### config.mk
export PLATFORM = sky130hd
export DESIGN_NAME = fetch_controller
export DESIGN_NICKNAME = d
export VERILOG_FILES = /design/src/rtl/fetch_pkg.sv /design/src/rtl/fetch_fifo.sv /design/src/rtl/fetch_controller.sv
export SDC_FILE = /design/constraint.sdc
export NUM_CORES = 1
export LEC_CHECK = 0
export BUFFER_PORTS_ARGS = -buffer_cell sky130_fd_sc_hd__buf_4
export CAP_MARGIN = 15
export CORE_MARGIN = 2
export CORE_UTILIZATION = 42
export DETAILED_ROUTE_END_ITERATION = 8
export PLACE_DENSITY = 0.68
export SLEW_MARGIN = 30
export SYNTH_ARGS = -nofsm -noshare
export SYNTH_HDL_FRONTEND = slang
export SYNTH_HIERARCHICAL = 1
export SYNTH_SLANG_ARGS = --single-unit
### constraint.sdc
create_clock -name clk -period 3.1 [get_ports clk]
set_input_delay 0.465 -clock clk [delete_from_list [all_inputs] [get_ports clk]]
set_output_delay 0.465 -clock clk [all_outputs]
set_load 0.02 [all_outputs]
### src/rtl/fetch_pkg.sv
// ---------------------------------------------------------------------------
// fetch_pkg
// Shared definitions for the instruction fetch path: fetch FSM state encoding,
// instruction width, PC increment and the beq target calculation (also used
// by the branch unit, so it lives here rather than in the controller).
// ---------------------------------------------------------------------------
package fetch_pkg;

  typedef enum logic [1:0] {
    BOOT     = 2'd0,
    FETCH    = 2'd1,
    REDIRECT = 2'd2
  } state_e;

  localparam int unsigned INSTR_W = 32;
  localparam int unsigned PC_STEP = 4;

  // beq target: word-aligned branch address + 4 + (sign-extended imm16 << 2).
  // Evaluated at 32 bits, then masked to addr_w bits so callers can truncate.
  function automatic logic [31:0] branch_target(input logic [31:0]  pc,
                                                input logic [15:0]  imm16,
                                                input int unsigned  addr_w);
    logic [31:0] base;
    logic [31:0] offs;
    logic [31:0] mask;
    base = {pc[31:2], 2'b00};
    offs = {{14{imm16[15]}}, imm16, 2'b00};
    mask = (addr_w >= 32) ? 32'hFFFF_FFFF : ((32'd1 << addr_w) - 32'd1);
    return (base + 32'(PC_STEP) + offs) & mask;
  endfunction

endpackage

### src/rtl/fetch_fifo.sv
// ---------------------------------------------------------------------------
// fetch_fifo
// DEPTH-entry prefetch buffer of {pc, instr} pairs. Head entry is presented
// combinationally. A push into a full buffer is accepted only when a pop
// frees a slot in the same cycle. flush_i empties the buffer and overrides
// push and pop.
//
// Ports:
//   clk, rst_n          clock, asynchronous active-low reset
//   push_i, pop_i       write / remove-head requests
//   flush_i             drop all entries, reset pointers
//   push_pc_i/instr_i   entry being written
//   head_pc_o/instr_o   oldest entry (stale value when empty)
//   count_o             number of valid entries
//   full_o, empty_o     occupancy flags
// ---------------------------------------------------------------------------
module fetch_fifo
  import fetch_pkg::*;
#(
  parameter int unsigned DEPTH  = 2,
  parameter int unsigned ADDR_W = 5
) (
  input  logic                    clk,
  input  logic                    rst_n,
  input  logic                    push_i,
  input  logic                    pop_i,
  input  logic                    flush_i,
  input  logic [ADDR_W-1:0]       push_pc_i,
  input  logic [INSTR_W-1:0]      push_instr_i,
  output logic [ADDR_W-1:0]       head_pc_o,
  output logic [INSTR_W-1:0]      head_instr_o,
  output logic [$clog2(DEPTH):0]  count_o,
  output logic                    full_o,
  output logic                    empty_o
);

  localparam int unsigned PTR_W = $clog2(DEPTH);
  localparam int unsigned CNT_W = PTR_W + 1;

  logic [ADDR_W-1:0]  pc_q    [DEPTH];
  logic [INSTR_W-1:0] instr_q [DEPTH];
  logic [PTR_W-1:0]   wr_ptr_q, wr_ptr_d;
  logic [PTR_W-1:0]   rd_ptr_q, rd_ptr_d;
  logic [CNT_W-1:0]   count_q,  count_d;
  logic               do_push, do_pop;

  assign full_o       = (count_q == CNT_W'(DEPTH));
  assign empty_o      = (count_q == '0);
  assign count_o      = count_q;
  assign head_pc_o    = pc_q[rd_ptr_q];
  assign head_instr_o = instr_q[rd_ptr_q];

  assign do_pop  = pop_i && !empty_o;
  assign do_push = push_i && (!full_o || do_pop);

  // NOTE: every variable written here gets a default first, so no path can
  // leave it unassigned and infer a latch.
  always_comb begin
    wr_ptr_d = wr_ptr_q;
    rd_ptr_d = rd_ptr_q;
    count_d  = count_q;
    if (flush_i) begin
      wr_ptr_d = '0;
      rd_ptr_d = '0;
      count_d  = '0;
    end else begin
      // DEPTH is a power of two, so pointers wrap by natural overflow.
      if (do_push) wr_ptr_d = wr_ptr_q + 1'b1;
      if (do_pop)  rd_ptr_d = rd_ptr_q + 1'b1;
      if (do_push && !do_pop)      count_d = count_q + 1'b1;
      else if (!do_push && do_pop) count_d = count_q - 1'b1;
    end
  end

  // NOTE: the storage array is reset too (it is tiny) so the head outputs
  // read zero out of reset instead of X.
  always_ff @(posedge clk or negedge rst_n) begin
    if (!rst_n) begin
      wr_ptr_q <= '0;
      rd_ptr_q <= '0;
      count_q  <= '0;
      for (int i = 0; i < DEPTH; i++) begin
        pc_q[i]    <= '0;
        instr_q[i] <= '0;
      end
    end else begin
      // NOTE: non-blocking assignments for all clocked state, so every
      // register samples pre-edge values regardless of statement order.
      wr_ptr_q <= wr_ptr_d;
      rd_ptr_q <= rd_ptr_d;
      count_q  <= count_d;
      if (do_push && !flush_i) begin
        pc_q[wr_ptr_q]    <= push_pc_i;
        instr_q[wr_ptr_q] <= push_instr_i;
      end
    end
  end

endmodule

### src/rtl/fetch_controller.sv
// ---------------------------------------------------------------------------
// fetch_controller
// Owns the PC, fetches one word per cycle from a combinational instruction
// memory into a prefetch buffer and hands instructions to decode with a
// valid/ready handshake. Branch/jump redirects flush the buffer, load the
// new PC and insert one bubble cycle before fetching resumes.
//
// Ports:
//   clk, rst_n                  clock, asynchronous active-low reset
//   mem_addr / mem_instr        instruction memory address / returned word
//   instr_valid/ready/out       decode handshake and head instruction
//   pc_out                      address of the head instruction
//   branch_taken, branch_pc,
//   branch_offset               taken beq redirect and its operands
//   jump, jump_index            j redirect and its target field
// ---------------------------------------------------------------------------
module fetch_controller
  import fetch_pkg::*;
#(
  parameter int unsigned          ADDR_W   = 5,
  parameter int unsigned          DEPTH    = 2,
  parameter logic [ADDR_W-1:0]    RESET_PC = '0
) (
  input  logic                clk,
  input  logic                rst_n,
  output logic [ADDR_W-1:0]   mem_addr,
  input  logic [INSTR_W-1:0]  mem_instr,
  output logic                instr_valid,
  input  logic                instr_ready,
  output logic [INSTR_W-1:0]  instr_out,
  output logic [ADDR_W-1:0]   pc_out,
  input  logic                branch_taken,
  input  logic [ADDR_W-1:0]   branch_pc,
  input  logic [15:0]         branch_offset,
  input  logic                jump,
  input  logic [25:0]         jump_index
);

  state_e              state_q, state_d;
  logic [ADDR_W-1:0]   pc_q, pc_d;
  logic                push, pop, redirect;
  logic [ADDR_W-1:0]   jump_tgt, br_tgt, redirect_tgt;
  logic [$clog2(DEPTH):0] fifo_count;
  logic                fifo_full, fifo_empty;

  assign mem_addr    = pc_q;
  assign instr_valid = (fifo_count != '0);

  // Redirects are not accepted in BOOT; outside BOOT they beat push and pop.
  assign redirect     = (jump || branch_taken) && (state_q != BOOT);
  assign jump_tgt     = ADDR_W'({jump_index, 2'b00});
  assign br_tgt       = ADDR_W'(branch_target(32'(branch_pc), branch_offset, ADDR_W));
  assign redirect_tgt = jump ? jump_tgt : br_tgt;

  always_comb begin
    state_d = state_q;
    pc_d    = pc_q;
    push    = 1'b0;
    pop     = !fifo_empty && instr_ready && !redirect;
    case (state_q)
      BOOT:     state_d = FETCH;
      FETCH:    push    = !redirect && (!fifo_full || pop);
      REDIRECT: state_d = FETCH;
      default:  state_d = BOOT;
    endcase
    if (redirect) begin
      pc_d    = redirect_tgt;
      state_d = REDIRECT;
    end else if (push) begin
      pc_d = pc_q + ADDR_W'(PC_STEP);
    end
  end

  always_ff @(posedge clk or negedge rst_n) begin
    if (!rst_n) begin
      state_q <= BOOT;
      pc_q    <= RESET_PC;
    end else begin
      state_q <= state_d;
      pc_q    <= pc_d;
    end
  end

  fetch_fifo #(
    .DEPTH  (DEPTH),
    .ADDR_W (ADDR_W)
  ) u_fifo (
    .clk          (clk),
    .rst_n        (rst_n),
    .push_i       (push),
    .pop_i        (pop),
    .flush_i      (redirect),
    .push_pc_i    (pc_q),
    .push_instr_i (mem_instr),
    .head_pc_o    (pc_out),
    .head_instr_o (instr_out),
    .count_o      (fifo_count),
    .full_o       (fifo_full),
    .empty_o      (fifo_empty)
  );

endmodule

==> key figures, run 1 <==
Cells and area
  • Fin util: between 50% and 60%
  • Layout cells sized above 1: 63.2%
  • Area grow syn2layout: 24.6%
  • Antenna Cells: 0
  • Layout Nets: 447

Yosys
  • Flops & latches, synth: 83
  • Mapped Avg Cell Area: 14.7 um^2
  • Top cells by area, synth: dfrtp_1, mux2_2, mux2_4
  • Synth Cell Area: 3910 um^2
  • Multiplexer share of the synthesized area: about a third
  • Main combinational cell family by area after synthesis: multiplexers
  • Post-Synthesis Cells: around 270
  • Post-synthesis sequential area ratio: between 50 and 60%
  • Complex-gate fraction of the synthesized area: 3.10%
  • Adder-cell share of the synthesized area: under 10%
  • XOR/XNOR share of the synthesized area: under 10%
  • Post-synth top flop: dfrtp_1
  • Synth unique cells: 33
  • Post-synth EDFFs: 0
  • Synth Warn #: 6
  • Post-synth ARST share: between 90% and 100%
  • Synth top area share: between 50% and 60%
  • Simple-Gate Fraction of Synth Area: between 3 and 4%
  • Post-synthesis cell type with the largest combined area: dfrtp_1

Routing
  • WL final: about 7400 um
  • DRT Pass-1 Iters: 4
  • DR WL/cell: 15.6 um
  • Via density: between 5 and 6
  • Remaining DRCs: 0
  • Antenna viol nets, final: 0
  • Via total after detailed routing: ~2400
  • DR iter-0 viols: 53

Clock network
  • CTS Root Cell: clkbuf_8
  • Clock Latency Late Sink: 360 ps
  • Num Clock Sinks: 83
  • CTS tree: built
  • Setup Buffers After CTS: 0
  • Clock transition at the registers of the reported paths: ~90 ps
  • Post-CTS resize count: 0
  • Cts hold-fix bufs: 0
  • Num CTS Buffers: 9
  • Clock Tree Buf Depth: 2
  • CTS H-tree lvls: 3

Setup path
  • R2R Setup Slk: approximately 480 ps
  • Max incr delay on CP: 830 ps
  • Crit path kind: register to register
  • Register-to-Register Path Depth: 6
  • Crit-path max FO: 38
  • Startpoint Class: register
  • Worst path slowest cell: or4b_4
  • Setup crit end kind: register
  • RR Startpoint: u_fifo/count_o[1]$_DFFE_PN0P_
  • Worst EP arrival: around 2900 ps
  • Worst endpoint required time: roughly 3300 ps
  • RR Endpoint: u_fifo/instr_q[48]$_DFFE_PN0P_
  • Crit-path cells: nor2_1, nand2b_4, a21oi_2, nor3b_1, or4b_4, mux2_4

STA
  • Endpoints failing setup: 0
  • Max Clk Rate: around 0.38 GHz
  • Final TNS setup: 0 ps
  • Period Utilization, post-route: around 85%
  • Tightest Pin Transition: around 740 ps
  • Hold slack: between 150 and 200 ps
  • RSZ-0062 raised after global routing: no
  • Skew final: 21.6 ps
  • PnR worst setup slack: 479 ps
  • Fin. max-slew vios: 0
  • Final min period: ~2600 ps
  • Slew margin rel.: roughly 51%
  • Hold Vio Cnt, Final: 0

GRT
  • Initial antenna violation count: 0
  • First-pass GRT wire length: between 10000 and 15000 um
  • Total track usage: around 15%
  • Vias in the first global route: around 2500
  • Largest net degree at the start of global routing: 84
  • Grt ovf: 0

Pwr
  • Leak Pwr: about 2.4 nW
  • Final Power: ~4 mW
  • Peak VDD IR: 0.000357 V
  • PD cells: 804 nW/um^2

Floorplan
  • Cell row count: 35
  • Die area: 10100 um^2
  • Chip height: approximately 100 um
  • Die W: between 100 and 150 um
  • Initial Utilization: a little over two fifths
  • IO Pins: between 100 and 150
  • Core footprint: a little over 9000 um^2

Hold path
  • Hold Crit Class: input port to async pin

Run
  • Count of max-cap constraint violations: 0

Placed design
  • Place WS: 488 ps
  • PortBufs: 86
  • Routability cong.: between 0.7 and 0.8
  • Detailed Place HPWL: slightly below 5000 um

Status
  • Run status: completed
Yosys cell counts (2+ instances only):
cell type,n
mux2_2,92
mux2_4,19
o21ai_0,3
nand2b_4,2
buf_4,6
xnor2_1,4
o22a_2,2
inv_1,5
buf_6,3
nor2_1,4
ha_1,4
nand2_1,4
nand2b_1,3
a211oi_1,2
nor2b_1,3
a21oi_1,4
clkbuf_1,3
dfrtp_1,83
mux2i_1,2
buf_2,2
nor3b_1,2
xor2_1,2
o21ai_1,2
kinds of logic after synthesis:
family,count (synthesis)
compound gates,17
other cells,1
mux,113
simple gates,22
buf+inv,20
xor+xnor,6
flops,83
fa+ha+maj,4
power by group:
group          switching (mW)  internal (mW)
clock                   0.414          0.345
combinational           0.701          0.879
sequential              0.185           1.40
total                    1.30           2.62
worst max-delay path by stage:
stage / startpoint / cells after the start / end / slack, ps
6_report: u_fifo/count_o[1]$_DFFE_PN0P_ / 6 / u_fifo/instr_q[48]$_DFFE_PN0P_ / 480
5_1_grt: u_fifo/count_o[1]$_DFFE_PN0P_ / 6 / u_fifo/instr_q[54]$_DFFE_PN0P_ / 340
4_1_cts: u_fifo/count_o[1]$_DFFE_PN0P_ / 6 / u_fifo/instr_q[49]$_DFFE_PN0P_ / 470
3_5_place_dp: u_fifo/count_o[1]$_DFFE_PN0P_ / 6 / u_fifo/instr_q[50]$_DFFE_PN0P_ / 490
3_3_place_gp: u_fifo/count_o[1]$_DFFE_PN0P_ / 6 / u_fifo/instr_q[49]$_DFFE_PN0P_ / 540
2_1_floorplan: jump / 9 / u_fifo/instr_q[48]$_DFFE_PN0P_ / 560
flip-flops by register name (all words and copies together) (netlist names):
| name | cells |
|---|---|
| mem_addr | 3 |
| state_q | 2 |
| u_fifo/count_o | 2 |
| u_fifo/instr_q | 64 |
| u_fifo/pc_q | 10 |
| u_fifo/rd_ptr_q | 1 |
| u_fifo/wr_ptr_q | 1 |
stage by stage:
stage / cells / cell area, um^2
floorplan: 271 / 3930
global placement: 459 / 4680
detailed placement: 459 / 4680
CTS: 475 / 4880
global route: 475 / 4880
finish: 475 / 4880
layer usage:
metal | vias to the layer above | share of wire, % | track usage, % | routed length, um
met1 | 1187 | 46 | 18.9 | 3450
met2 | 62 | 47 | 25.5 | 3520
met3 | 8 | 4.8 | 3.68 | 355
met5 | - | 0 | 0 | 0
li1 | 1121 | - | - | -
met4 | 0 | 1.4 | 6.01 | 105
cell usage in the layout, fill, tap and decap left out, types with 4 or more instances in the layout:
cell type	n
conb_1	6
nand2_1	4
mux2_4	19
dfrtp_1	82
mux2_2	92
a21oi_1	4
xnor2_1	4
inv_1	5
nor2_1	4
clkbuf_8	11
buf_4	90
ha_1	4
final cells by class:
type	count	area, um^2
Timing Repair Buffer	92	707
Inverter	5	18.8
Clock buffer	11	151
Sequential cell	83	2080
Clock inverter	5	42.5
Tap cell	111	139
Fill cell	796	4280
Multi-Input combinational cell	168	1740
worst max-delay path: cells and delay by family (launching register included):
family / cells / cell delay [ps]
flip-flops: 1 / 460
AND/OR/NAND/NOR: 4 / 1420
multiplexers: 1 / 400
AO/OA/AOI/OAI: 1 / 220
Power figures use the tool's default switching activity.
==> run 2: changes to the inputs <==
clock period = 2.45 ns   (was 3.1 ns; I/O delays follow)
==> run 2 against run 1 <==
Against the previous run:
- worst setup slack worse by 300 ps
- non-clock buffer count increased by 6
- sequential power rose by 27%
- via count grew 2.3%
- clock skew fell by 14 ps
- utilization is 1.3 points higher
- design area rose by 2.4%
- global-route usage grew 0.61 points
- clock power up 49%
- highest routed layer unchanged
==> key figures, run 2 (synthesis results as in run 1) <==
Setup path
  • Crit path kind: register to register
  • Worst EP arrival: 2500 ps (-350 ps)
  • Worst endpoint required time: 2680 ps (-650 ps)
  • Max incr delay on CP: 510 ps (-320 ps)
  • Crit-path cells: nor2_1, nand2b_4, a21oi_2, nor3b_2, or4b_4, buf_12, mux2_4
  • Startpoint Class: register
  • Worst Path Buf+Inv: 1 (+1)
  • Largest delay contributor family on the critical path: simple AND/OR/NAND/NOR gates
  • Setup crit end kind: register
  • Crit-path max FO: 30 (-21%)
  • Worst path slowest cell: or4b_4

STA
  • Endpoints failing setup: 0 (unchanged)
  • Hold Vio Cnt, Final: 0 (unchanged)
  • Slew margin rel.: 60.8% (+9.8 points)
  • Final TNS setup: 0 ps (unchanged)
  • Max Clk Rate: 0.441 GHz (+16%)
  • Skew final: 7.37 ps (-14.2 ps)
  • RSZ-0062 raised after global routing: no
  • Period Utilization, post-route: 92.5% (+8.0 points)
  • Fin. max-slew vios: 0 (unchanged)
  • PnR worst setup slack: 184 ps (-296 ps)
  • Tightest Pin Transition: 588 ps (-148 ps)
  • Hold slack: 11.3 ps (-140 ps)
  • Final min period: 2270 ps (-354 ps)

Cells and area
  • Reg with most FFs: u_fifo/instr_q
  • Most frequent cells in the layout: buf_4, mux2_2, dfrtp_1
  • Reg area: 2080 um^2 (about the same)
  • Antenna Cells: 0 (unchanged)
  • Most common cell after layout, fill and taps aside: buf_4
  • Area grow syn2layout: 27.5%
  • Largest register FFs: 64 (unchanged)
  • Area taken by multi-input logic gates: 1750 um^2 (+0.43%)
  • Layout Nets: 453 (+1.3%)
  • Layout cells sized above 1: 64.6% (+1.4 points)
  • # fillers: 792 (-0.50%)

Pwr
  • Net Sw Frac: 31.8% (-1.3 points)
  • Peak VDD IR: 0.000437 V (+22%)
  • Comb pwr share: 39.2% (-1.1 points)
  • PD cells: 1030 nW/um^2 (+28%)
  • Sequential power share: 38.9% (-1.5 points)
  • Leak Pwr: 2.49 nW (+2.3%)
  • Clock share of power: 21.9% (+2.5 points)
  • Psw: 1.63 mW (+26%)
  • Internal power: 3.50 mW (+34%)

Routing
  • Remaining DRCs: 0 (unchanged)
  • Via total after detailed routing: 2433 (+2.3%)
  • WL final: 7430 um (about the same)
  • Via density: 5.06 (+1.0%)
  • DRT Pass-1 Iters: 5 (+1)
  • Antenna viol nets, final: 0 (unchanged)
  • DR iter-0 viols: 43 (-19%)
  • DR WL/cell: 15.5 um (-1.2%)

GRT
  • First-pass GRT wire length: 12600 um (+6.4%)
  • Total track usage: 15.8% (+0.61 points)
  • Initial antenna violation count: 0 (unchanged)
  • Vias in the first global route: 2610 (+3.6%)
  • Largest net degree at the start of global routing: 46 (-45%)
  • Grt ovf: 0 (unchanged)

Placed design
  • Detailed Place HPWL: 5030 um (+2.2%)
  • Routability cong.: 0.713 (-0.45%)
  • PortBufs: 86 (unchanged)
  • Place WS: 123 ps (-365 ps)

Floorplan
  • Chip height: 101 um (unchanged)
  • Die area: 10100 um^2 (unchanged)
  • Initial Utilization: 42.8% (unchanged)
  • Die W: 101 um (unchanged)
  • IO Pins: 127 (unchanged)
  • Cell row count: 35 (unchanged)
  • Core footprint: 9150 um^2 (unchanged)

Clock network
  • CTS tree: built
  • Num CTS Buffers: 9 (unchanged)
  • Clock transition at the registers of the reported paths: 80 ps (about the same)
  • Cts hold-fix bufs: 0 (unchanged)
  • CTS Root Cell: clkbuf_8
  • Clock Tree Buf Depth: 2 (unchanged)
  • CTS H-tree lvls: 3 (unchanged)
  • Clock Latency Late Sink: 350 ps (about the same)
  • Num Clock Sinks: 83 (unchanged)

Status
  • Run status: completed

Run
  • Count of max-cap constraint violations: 0 (unchanged)

Hold path
  • Hold Crit Class: input port to async pin
[run 2: path summary, 6_finish.rpt]
| path | start | to | slack [ps] | cells past startpoint |
|---|---|---|---|---|
| min in group clk | mem_instr[23] | u_fifo/instr_q[55]$_DFFE_PN0P_ | 250 | 2 |
| setup / recovery | u_fifo/count_o[0]$_DFFE_PN0P_ | u_fifo/instr_q[61]$_DFFE_PN0P_ | 180 | 7 |
| hold / removal | rst_n | u_fifo/instr_q[9]$_DFFE_PN0P_ | 10 | 1 |
| max in group asynchronous | rst_n | u_fifo/count_o[0]$_DFFE_PN0P_ | 1810 | 2 |
| hold reg to reg | state_q[1]$_DFFE_PN0P_ | state_q[0]$_DFFE_PN0P_ | 500 | 1 |
| setup reg to reg | u_fifo/count_o[0]$_DFFE_PN0P_ | u_fifo/instr_q[61]$_DFFE_PN0P_ | 180 | 7 |
[run 2: per-layer routing]
layer	routed length (um)	part of all wire, %	track usage (%)	vias to the layer above
li1	-	-	-	1140
met1	3440	46	20.4	1222
met2	3510	47	26.1	60
met3	375	5.0	3.26	11
met4	109	1.5	6.01	0
met5	0	0	0	-
[run 2: cell type report]
cell class / instances / share of cell area [%]
Inverter: 5 / 0.376
Clock inverter: 6 / 1.93
Timing Repair Buffer: 98 / 15.5
Clock buffer: 10 / 2.76
Sequential cell: 83 / 41.7
Multi-Input combinational cell: 168 / 35.0
Tap cell: 111 / 2.78
[run 2: metrics by stage]
stage / util, % / area [um^2] / std cells / total power [mW]
CTS: 54.5 / 4990 / 481 / 5.21
floorplan: - / 3950 / 271 / 3.30
finish: 54.5 / 4990 / 481 / 5.14
global route: 54.5 / 4990 / 481 / 5.45
detailed placement: 52.0 / 4760 / 465 / 4.06
global placement: 52.0 / 4760 / 465 / 3.99
[run 2: worst reg2reg max path: stages, from the launching register on]
cell      delay (ps)
dfrtp_2          430
nor2_1            70
nand2b_4         160
a21oi_2          220
nor3b_2          230
or4b_4           510
buf_12           210
mux2_4           340
[run 2: power groups by stage]
stage | clock, mW | sequential (mW) | combinational [mW]
6_report | 1.13 | 2.00 | 2.01
3_3_place_gp | 0 | 2.00 | 2.00
3_5_place_dp | 0 | 2.02 | 2.03
5_1_grt | 1.23 | 2.06 | 2.15
2_1_floorplan | 0 | 1.99 | 1.32
4_1_cts | 1.17 | 2.00 | 2.04
[run 2: timing repair]
action,in CTS,in global routing
setup buffers,0,0
gates resized for setup,0,1
setup endpoints to repair,0,5
endpoints found under the hold margin,0,0
